===== config.mk =====
export PLATFORM = sky130hd
export DESIGN_NAME = song_sequencer
export DESIGN_NICKNAME = d
export VERILOG_FILES = /design/src/rtl/song_seq_pkg.sv /design/src/rtl/song_sequencer_voice_alloc.sv /design/src/rtl/song_sequencer.sv
export SDC_FILE = /design/constraint.sdc
export NUM_CORES = 1
export LEC_CHECK = 0
export ABC_AREA = 1
export BUFFER_PORTS_ARGS = -buffer_cell sky130_fd_sc_hd__buf_4
export CAP_MARGIN = 25
export CORE_UTILIZATION = 30
export DETAILED_ROUTE_END_ITERATION = 16
export GPL_TIMING_DRIVEN = 0
export HOLD_SLACK_MARGIN = 0.12
export SLEW_MARGIN = 10
export SYNTH_ARGS = -nofsm -noshare
export SYNTH_HDL_FRONTEND = slang
export SYNTH_SLANG_ARGS = --single-unit

===== constraint.sdc =====
create_clock -name clk -period 2.6 [get_ports clk]
set_input_delay 0.52 -clock clk [delete_from_list [all_inputs] [get_ports clk]]
set_output_delay 0.52 -clock clk [all_outputs]
set_load 0.01 [all_outputs]

===== src/rtl/song_seq_pkg.sv =====
`default_nettype none
// ============================================================================
// Module  : song_seq_pkg
// Purpose : Shared definitions for the polyphonic song sequencer: FSM state
//           encoding, rest note code and helpers that derive the packed
//           song-entry field positions from the field widths.
//           Entry layout (MSB..LSB): {advance, note, duration, meta}
// Ports   : none (package)
// Revision: 1.0 - initial release
// ============================================================================
package song_seq_pkg;

   typedef enum logic [2:0] {
      ST_IDLE     = 3'd0,
      ST_FETCH    = 3'd1,
      ST_DECODE   = 3'd2,
      ST_DISPATCH = 3'd3,
      ST_WAIT     = 3'd4,
      ST_INCR     = 3'd5,
      ST_DONE     = 3'd6
   } state_t;

   // Note code that marks a rest (no voice is allocated).
   localparam int REST_NOTE = 0;

   // Meta occupies the least-significant bits of an entry.
   localparam int META_LSB = 0;

   function automatic int entry_width(input int note_w, input int dur_w, input int meta_w);
      return 1 + note_w + dur_w + meta_w;
   endfunction

   function automatic int dur_lsb(input int meta_w);
      return meta_w;
   endfunction

   function automatic int note_lsb(input int dur_w, input int meta_w);
      return meta_w + dur_w;
   endfunction

   function automatic int adv_bit(input int note_w, input int dur_w, input int meta_w);
      return note_w + dur_w + meta_w;
   endfunction

endpackage
`default_nettype wire


===== src/rtl/song_sequencer_voice_alloc.sv =====
`default_nettype none
// ============================================================================
// Module  : voice_alloc
// Purpose : Note-player allocation. Tracks which voices are busy, grants the
//           lowest-index free voice on request, clears busy on voice_done.
//           A voice finishing in the same cycle it is granted stays busy.
// Ports   : clk, rst_n     - clock, asynchronous active-low reset
//           i_req          - dispatch request (grant issued only if a voice is free)
//           i_done         - per-voice one-cycle "note finished"
//           o_busy         - registered busy vector
//           o_grant        - one-hot grant (zero when no request / no free voice)
//           o_any_free     - at least one voice is free this cycle
// Revision: 1.0 - initial release
// ============================================================================
module voice_alloc
   import song_seq_pkg::*;
#(
   parameter int VOICES = 3
) (
   input  logic              clk,
   input  logic              rst_n,
   input  logic              i_req,
   input  logic [VOICES-1:0] i_done,
   output logic [VOICES-1:0] o_busy,
   output logic [VOICES-1:0] o_grant,
   output logic              o_any_free
);

   logic [VOICES-1:0] r_busy;
   logic [VOICES-1:0] w_free;
   logic [VOICES-1:0] w_lowest;

   // A voice finishing this cycle can be reused immediately.
   assign w_free     = ~r_busy | i_done;
   // Two's-complement trick isolates the lowest set bit of the free vector.
   assign w_lowest   = w_free & (~w_free + VOICES'(1));
   assign o_any_free = |w_free;
   assign o_grant    = i_req ? w_lowest : '0;
   assign o_busy     = r_busy;

   // Done on an idle voice is a no-op; a grant overrides a same-cycle done.
   always_ff @(posedge clk or negedge rst_n) begin
      if (!rst_n) begin
         r_busy <= '0;
      end else begin
         r_busy <= (r_busy & ~i_done) | o_grant;
      end
   end

endmodule
`default_nettype wire


===== src/rtl/song_sequencer.sv =====
`default_nettype none
// ============================================================================
// Module  : song_sequencer
// Purpose : Walks a song ROM, decodes packed entries {advance, note, duration,
//           meta} and dispatches each note to the lowest free voice of a
//           note-player bank. Supports chords (advance=0), rests (note=0) and
//           beat-counted waits between time steps.
//           Build option SONG_SEQ_LOOP_EN: song loops forever instead of
//           stopping in DONE at end of song (song_done still pulses).
// Ports   : clk, reset    - clock, asynchronous active-low reset
//           play          - 1 = run, 0 = freeze (IDLE/DONE use it as start/rearm)
//           song          - song select, sampled only when leaving IDLE
//           beat          - one-cycle beat strobe
//           voice_done    - per-voice "note finished" strobe
//           rom_addr      - {song_q, ptr}; rom_data valid one cycle later
//           rom_data      - packed song entry
//           new_note      - one-hot dispatch strobe
//           note/duration/meta - registered fields of the last decoded entry
//           voice_busy    - voice allocation state
//           song_done     - one-cycle end-of-song pulse
// Revision: 1.0 - initial release
// ============================================================================
module song_sequencer
   import song_seq_pkg::*;
#(
   parameter int SONG_BITS = 2,
   parameter int ADDR_BITS = 5,
   parameter int NOTE_W    = 6,
   parameter int DUR_W     = 6,
   parameter int META_W    = 3,
   parameter int VOICES    = 3
) (
   input  logic                                             clk,
   input  logic                                             reset,
   input  logic                                             play,
   input  logic [SONG_BITS-1:0]                             song,
   input  logic                                             beat,
   input  logic [VOICES-1:0]                                voice_done,
   output logic [SONG_BITS+ADDR_BITS-1:0]                   rom_addr,
   input  logic [entry_width(NOTE_W, DUR_W, META_W)-1:0]    rom_data,
   output logic [VOICES-1:0]                                new_note,
   output logic [NOTE_W-1:0]                                note,
   output logic [DUR_W-1:0]                                 duration,
   output logic [META_W-1:0]                                meta,
   output logic [VOICES-1:0]                                voice_busy,
   output logic                                             song_done
);

   localparam int ADV_BIT  = adv_bit(NOTE_W, DUR_W, META_W);
   localparam int NOTE_LSB = note_lsb(DUR_W, META_W);
   localparam int DUR_LSB  = dur_lsb(META_W);

   // ------------------------------------------------------------------
   // Registers
   // ------------------------------------------------------------------
   state_t                 r_state;
   logic [SONG_BITS-1:0]   r_song_q;
   logic [ADDR_BITS-1:0]   r_ptr;
   logic [DUR_W-1:0]       r_count;
   logic                   r_adv;
   logic [NOTE_W-1:0]      r_note;
   logic [DUR_W-1:0]       r_dur;
   logic [META_W-1:0]      r_meta;

   // ------------------------------------------------------------------
   // Combinational control
   // ------------------------------------------------------------------
   state_t                 w_next;
   logic                   w_load_song;
   logic                   w_latch_entry;
   logic                   w_load_count;
   logic                   w_dec_count;
   logic                   w_incr_ptr;
   logic                   w_done_pulse;
   logic                   w_req;
   logic                   w_any_free;
   logic [VOICES-1:0]      w_grant;
   logic [VOICES-1:0]      w_busy;
   logic [DUR_W-1:0]       w_count_src;

   // Entry fields straight from the ROM (valid during DECODE).
   logic                   w_rom_adv;
   logic [NOTE_W-1:0]      w_rom_note;
   logic [DUR_W-1:0]       w_rom_dur;
   logic [META_W-1:0]      w_rom_meta;

   assign w_rom_adv  = rom_data[ADV_BIT];
   assign w_rom_note = rom_data[NOTE_LSB +: NOTE_W];
   assign w_rom_dur  = rom_data[DUR_LSB  +: DUR_W];
   assign w_rom_meta = rom_data[META_LSB +: META_W];

   // Rests load the wait count directly from the ROM in DECODE; notes load it
   // from the latched entry once they have been granted in DISPATCH.
   assign w_count_src = (r_state == ST_DECODE) ? w_rom_dur : r_dur;

   // ------------------------------------------------------------------
   // Voice allocation
   // ------------------------------------------------------------------
   voice_alloc #(
      .VOICES (VOICES)
   ) u_voice_alloc (
      .clk        (clk),
      .rst_n      (reset),
      .i_req      (w_req),
      .i_done     (voice_done),
      .o_busy     (w_busy),
      .o_grant    (w_grant),
      .o_any_free (w_any_free)
   );

   // ------------------------------------------------------------------
   // FSM state register
   // ------------------------------------------------------------------
   always_ff @(posedge clk or negedge reset) begin
      if (!reset) begin
         r_state <= ST_IDLE;
      end else begin
         r_state <= w_next;
      end
   end

   // ------------------------------------------------------------------
   // FSM next state / control. play=0 freezes every running state.
   // ------------------------------------------------------------------
   always_comb begin
      w_next        = r_state;
      w_load_song   = 1'b0;
      w_latch_entry = 1'b0;
      w_load_count  = 1'b0;
      w_dec_count   = 1'b0;
      w_incr_ptr    = 1'b0;
      w_done_pulse  = 1'b0;
      w_req         = 1'b0;

      case (r_state)
         ST_IDLE: begin
            if (play) begin
               w_load_song = 1'b1;
               w_next      = ST_FETCH;
            end
         end

         ST_FETCH: begin
            if (play) begin
               w_next = ST_DECODE;
            end
         end

         ST_DECODE: begin
            if (play) begin
               w_latch_entry = 1'b1;
               if (w_rom_note != NOTE_W'(REST_NOTE)) begin
                  w_next = ST_DISPATCH;
               end else if (w_rom_adv && (w_rom_dur != '0)) begin
                  w_load_count = 1'b1;
                  w_next       = ST_WAIT;
               end else begin
                  w_next = ST_INCR;
               end
            end
         end

         ST_DISPATCH: begin
            if (play) begin
               w_req = 1'b1;
               // With no free voice the request simply repeats next cycle.
               if (w_any_free) begin
                  if (r_adv && (r_dur != '0)) begin
                     w_load_count = 1'b1;
                     w_next       = ST_WAIT;
                  end else begin
                     w_next = ST_INCR;
                  end
               end
            end
         end

         ST_WAIT: begin
            if (play && beat) begin
               if (r_count == DUR_W'(1)) begin
                  w_next = ST_INCR;
               end else begin
                  w_dec_count = 1'b1;
               end
            end
         end

         ST_INCR: begin
            if (play) begin
               w_incr_ptr = 1'b1;
               if (&r_ptr) begin
                  w_done_pulse = 1'b1;
`ifdef SONG_SEQ_LOOP_EN
                  w_next = ST_FETCH;
`else
                  w_next = ST_DONE;
`endif
               end else begin
                  w_next = ST_FETCH;
               end
            end
         end

         ST_DONE: begin
            // Requires play to drop before a new song can start.
            if (!play) begin
               w_next = ST_IDLE;
            end
         end

         default: begin
            w_next = ST_IDLE;
         end
      endcase
   end

   // ------------------------------------------------------------------
   // Datapath registers
   // ------------------------------------------------------------------
   always_ff @(posedge clk or negedge reset) begin
      if (!reset) begin
         r_song_q <= '0;
         r_ptr    <= '0;
         r_count  <= '0;
         r_adv    <= 1'b0;
         r_note   <= '0;
         r_dur    <= '0;
         r_meta   <= '0;
      end else begin
         if (w_load_song) begin
            r_song_q <= song;
            r_ptr    <= '0;
         end else if (w_incr_ptr) begin
            // Wraps to zero after the last entry.
            r_ptr <= r_ptr + ADDR_BITS'(1);
         end

         if (w_latch_entry) begin
            r_adv  <= w_rom_adv;
            r_note <= w_rom_note;
            r_dur  <= w_rom_dur;
            r_meta <= w_rom_meta;
         end

         if (w_load_count) begin
            r_count <= w_count_src;
         end else if (w_dec_count) begin
            r_count <= r_count - DUR_W'(1);
         end
      end
   end

   // ------------------------------------------------------------------
   // Outputs
   // ------------------------------------------------------------------
   assign rom_addr   = {r_song_q, r_ptr};
   assign new_note   = w_grant;
   assign note       = r_note;
   assign duration   = r_dur;
   assign meta       = r_meta;
   assign voice_busy = w_busy;
   assign song_done  = w_done_pulse;

endmodule
`default_nettype wire


==> results.ini <==
[pwr]
power_frac_clock = 0.156
ir_worst_vdd_uv = 415
combPwrFrac = 0.461
cellPowerDensity_nw_per_um2 = 984
seqPwrFrac = 0.383
cellLeakagePower_nw = 1.32
intPower_w = 0.00148
p_sw_w = 0.00103
switching_share = 0.409

[timing]
period_needed_ns = 2.10
finalClockSkew_ns = 0.00332
slew_viol_final = 0
grt_setup_unrepaired = no
finalCritPeriodShare = 0.809
tightest_slew_ns = 0.531
finalHoldViolCount = 0
max_freq_mhz = 476
finalSetupViolCount = 0
slew_headroom = 0.640
tns_ns = 0

[die]
num_rows = 29
ios = 54
start_util = 0.311
dieArea_um2 = 6920
dieHeight_um = 83.2
core_area_um2 = 6350
die_w_um = 83.2

[worst_setup_path]
cp-end-kind = output port
worst_setup_path_start_kind = flip-flop
crit_required_ns = 2.08
cp_max_fo = 6
arrival_ns = 1.58
critical_path_class = reg2out

[place]
placed_cells = 381
hpwl_um = 3540
gp_congestion = 0.841
portBuffers = 52

[cells_and_area]
fillerInstances = 660
fin_cells = 388
nNetsFinal = 340
area_growth_pct = 29.1
n_antenna_cell = 0
drive_gt1_frac = 0.273

[outcome]
status = complete, no violations

[clocking]
h-tree-depth = 2
tritoncts = yes
cts_buffer_depth = 2
cts_root_buf = clkbuf_8
clk_latency_ns = 0.28
numCtsBuffers = 5
cts_resized = 0
postCtsSetupBuffers = 0
cts_hold_buf = 0
clk_pin_slew_ns = 0.07
cts.sinks = 35

[grt]
grt_max_degree = 36
overflow = 0
grt_pass1_vias = 1793
antenna_found_initial = 0
grt_pass1_wl_um = 7860
grt.total_usage = 0.140

[routing]
drt-initial-drc-count = 99
dr.pass1.iters = 4
ant_nets = 0
drc_errors = 0
vias = 1817
viasPerCell = 4.68
routedWlPerCell_um = 11.7
wirelength_um = 4530

[logic_synthesis]
syn_nets = 281
synth_seq_area_share = 0.443
postSynthCellCount = 252
ys_seq_elements = 35
synth_area_um2 = 1980
synth_warnings = 0
avgSynthCellArea_um2 = 7.84
synth_cell_types = 32

[min_path]
hold_path.class = in2async

[job]
drv_cap = 0

[stage by stage]
step	area (um2)	power (W)	utilization	hold WS [ns]	worst slack, ns
finish	2550	0.00251	0.402	0.185	0.497
floorplan	1980	0.00171	-	0.224	0.943
global placement	2460	0.00212	0.388	0.468	0.754
detailed placement	2460	0.00214	0.388	0.467	0.714
CTS	2550	0.00254	0.402	0.205	0.486
global route	2550	0.00275	0.402	0.220	0.315
[routing by layer]
layer  global-route usage  wire, um
met5                    0         0
met4               0.0439        38
met3               0.0338       227
met2                0.229      2090
met1                0.183      2180
[final cells by class]
type | count | area [um2] | area share
multi-input combinational | 184 | 953 | 0.374
sequential | 35 | 876 | 0.343
timing repair buffer | 52 | 390 | 0.153
inverter | 29 | 114 | 0.0446
tap | 77 | 96.3 | 0.0378
clock buffer | 6 | 82.6 | 0.0324
buffer | 4 | 33.8 | 0.0132
clock inverter | 1 | 5.00 | 0.00196
[kinds of logic (layout without fill, tap and decap cells)]
group	after synthesis	count (layout)	share of synthesized area
and+or+nand+nor	139	139	0.332
AOI/OAI and AO/OA	38	38	0.112
DFF	35	35	0.443
buffers and inverters	33	92	0.0747
adders and majority gates	4	4	0.0253
xor gates and xnor gates	3	3	0.0133
[cells in the mapped netlist]
master | instances | share of area
or2_1 | 1 | 0.0032
ha_1 | 4 | 0.025
nor2_2 | 2 | 0.0063
nand2_4 | 2 | 0.011
buf_2 | 1 | 0.0025
nand3_1 | 18 | 0.046
buf_4 | 2 | 0.0076
dfrtp_1 | 35 | 0.44
o21ai_1 | 6 | 0.015
o21ai_2 | 2 | 0.0089
nor2_1 | 24 | 0.046
o311ai_1 | 1 | 0.0044
nor2_4 | 3 | 0.017
nor3_1 | 3 | 0.0076
nor3b_1 | 1 | 0.0038
nand3_4 | 1 | 0.0089
nand3_2 | 1 | 0.0051
inv_2 | 3 | 0.0057
nand3b_1 | 3 | 0.011
nor3_4 | 1 | 0.0082
or2_0 | 1 | 0.0032
xnor2_1 | 2 | 0.0089
o21ai_0 | 16 | 0.041
a21oi_1 | 5 | 0.013
nand2_2 | 5 | 0.016
nand2_1 | 73 | 0.14
inv_1 | 25 | 0.047
o22ai_1 | 7 | 0.022
a21oi_4 | 1 | 0.0082
clkbuf_8 | 1 | 0.0070
xor2_1 | 1 | 0.0044
clkinv_4 | 1 | 0.0044
[final timing paths]
kind / startpoint / to / slack [ns] / cells past startpoint
max: r_state[0] / new_note[1] / 0.50 / 5
min: reset / duration[5] / 0.19 / 1
max reg2reg: r_ptr[1] / r_state[0] / 0.98 / 10
min reg2reg: note[3] / note[3] / 0.49 / 2
max in group asynchronous: reset / r_ptr[2] / 2.09 / 1
min in group clk: rom_data[2] / meta[2] / 0.43 / 3
[power by group through the flow]
stage	clock (W)	sequential [W]	combinational [W]
after floorplan	0	0.00100	0.000703
final	0.000393	0.000962	0.00116
after CTS	0.000407	0.000964	0.00117
after global placement	0	0.000969	0.00115
after detailed placement	0	0.000969	0.00117
after global routing	0.000426	0.00100	0.00132
[critical path: stages (launching register included)]
cell     delay, ns
dfrtp_1       0.48
nand2_2       0.08
nor2_2        0.18
nand2_1       0.18
nor3b_1       0.23
buf_4         0.16
[cell usage in the layout, fill, tap and decap left out, types with 4 or more instances in the layout]
cell      count
ha_1          4
o21ai_1       6
buf_4        54
inv_1        25
nand3_1      18
nand2_1      73
a21oi_1       5
o22ai_1       7
nor2_1       24
o21ai_0      16
nand2_2       5
clkbuf_8      7
dfrtp_1      35
[registers in the layout, summed over array words and instances (netlist names)]
signal                count
r_state                   3
note                      6
u_voice_alloc.o_busy      3
r_count                   6
duration                  6
r_ptr                     5
r_adv                     1
r_song_q                  2
meta                      3
Note: power is estimated with default switching activity, not from simulation.
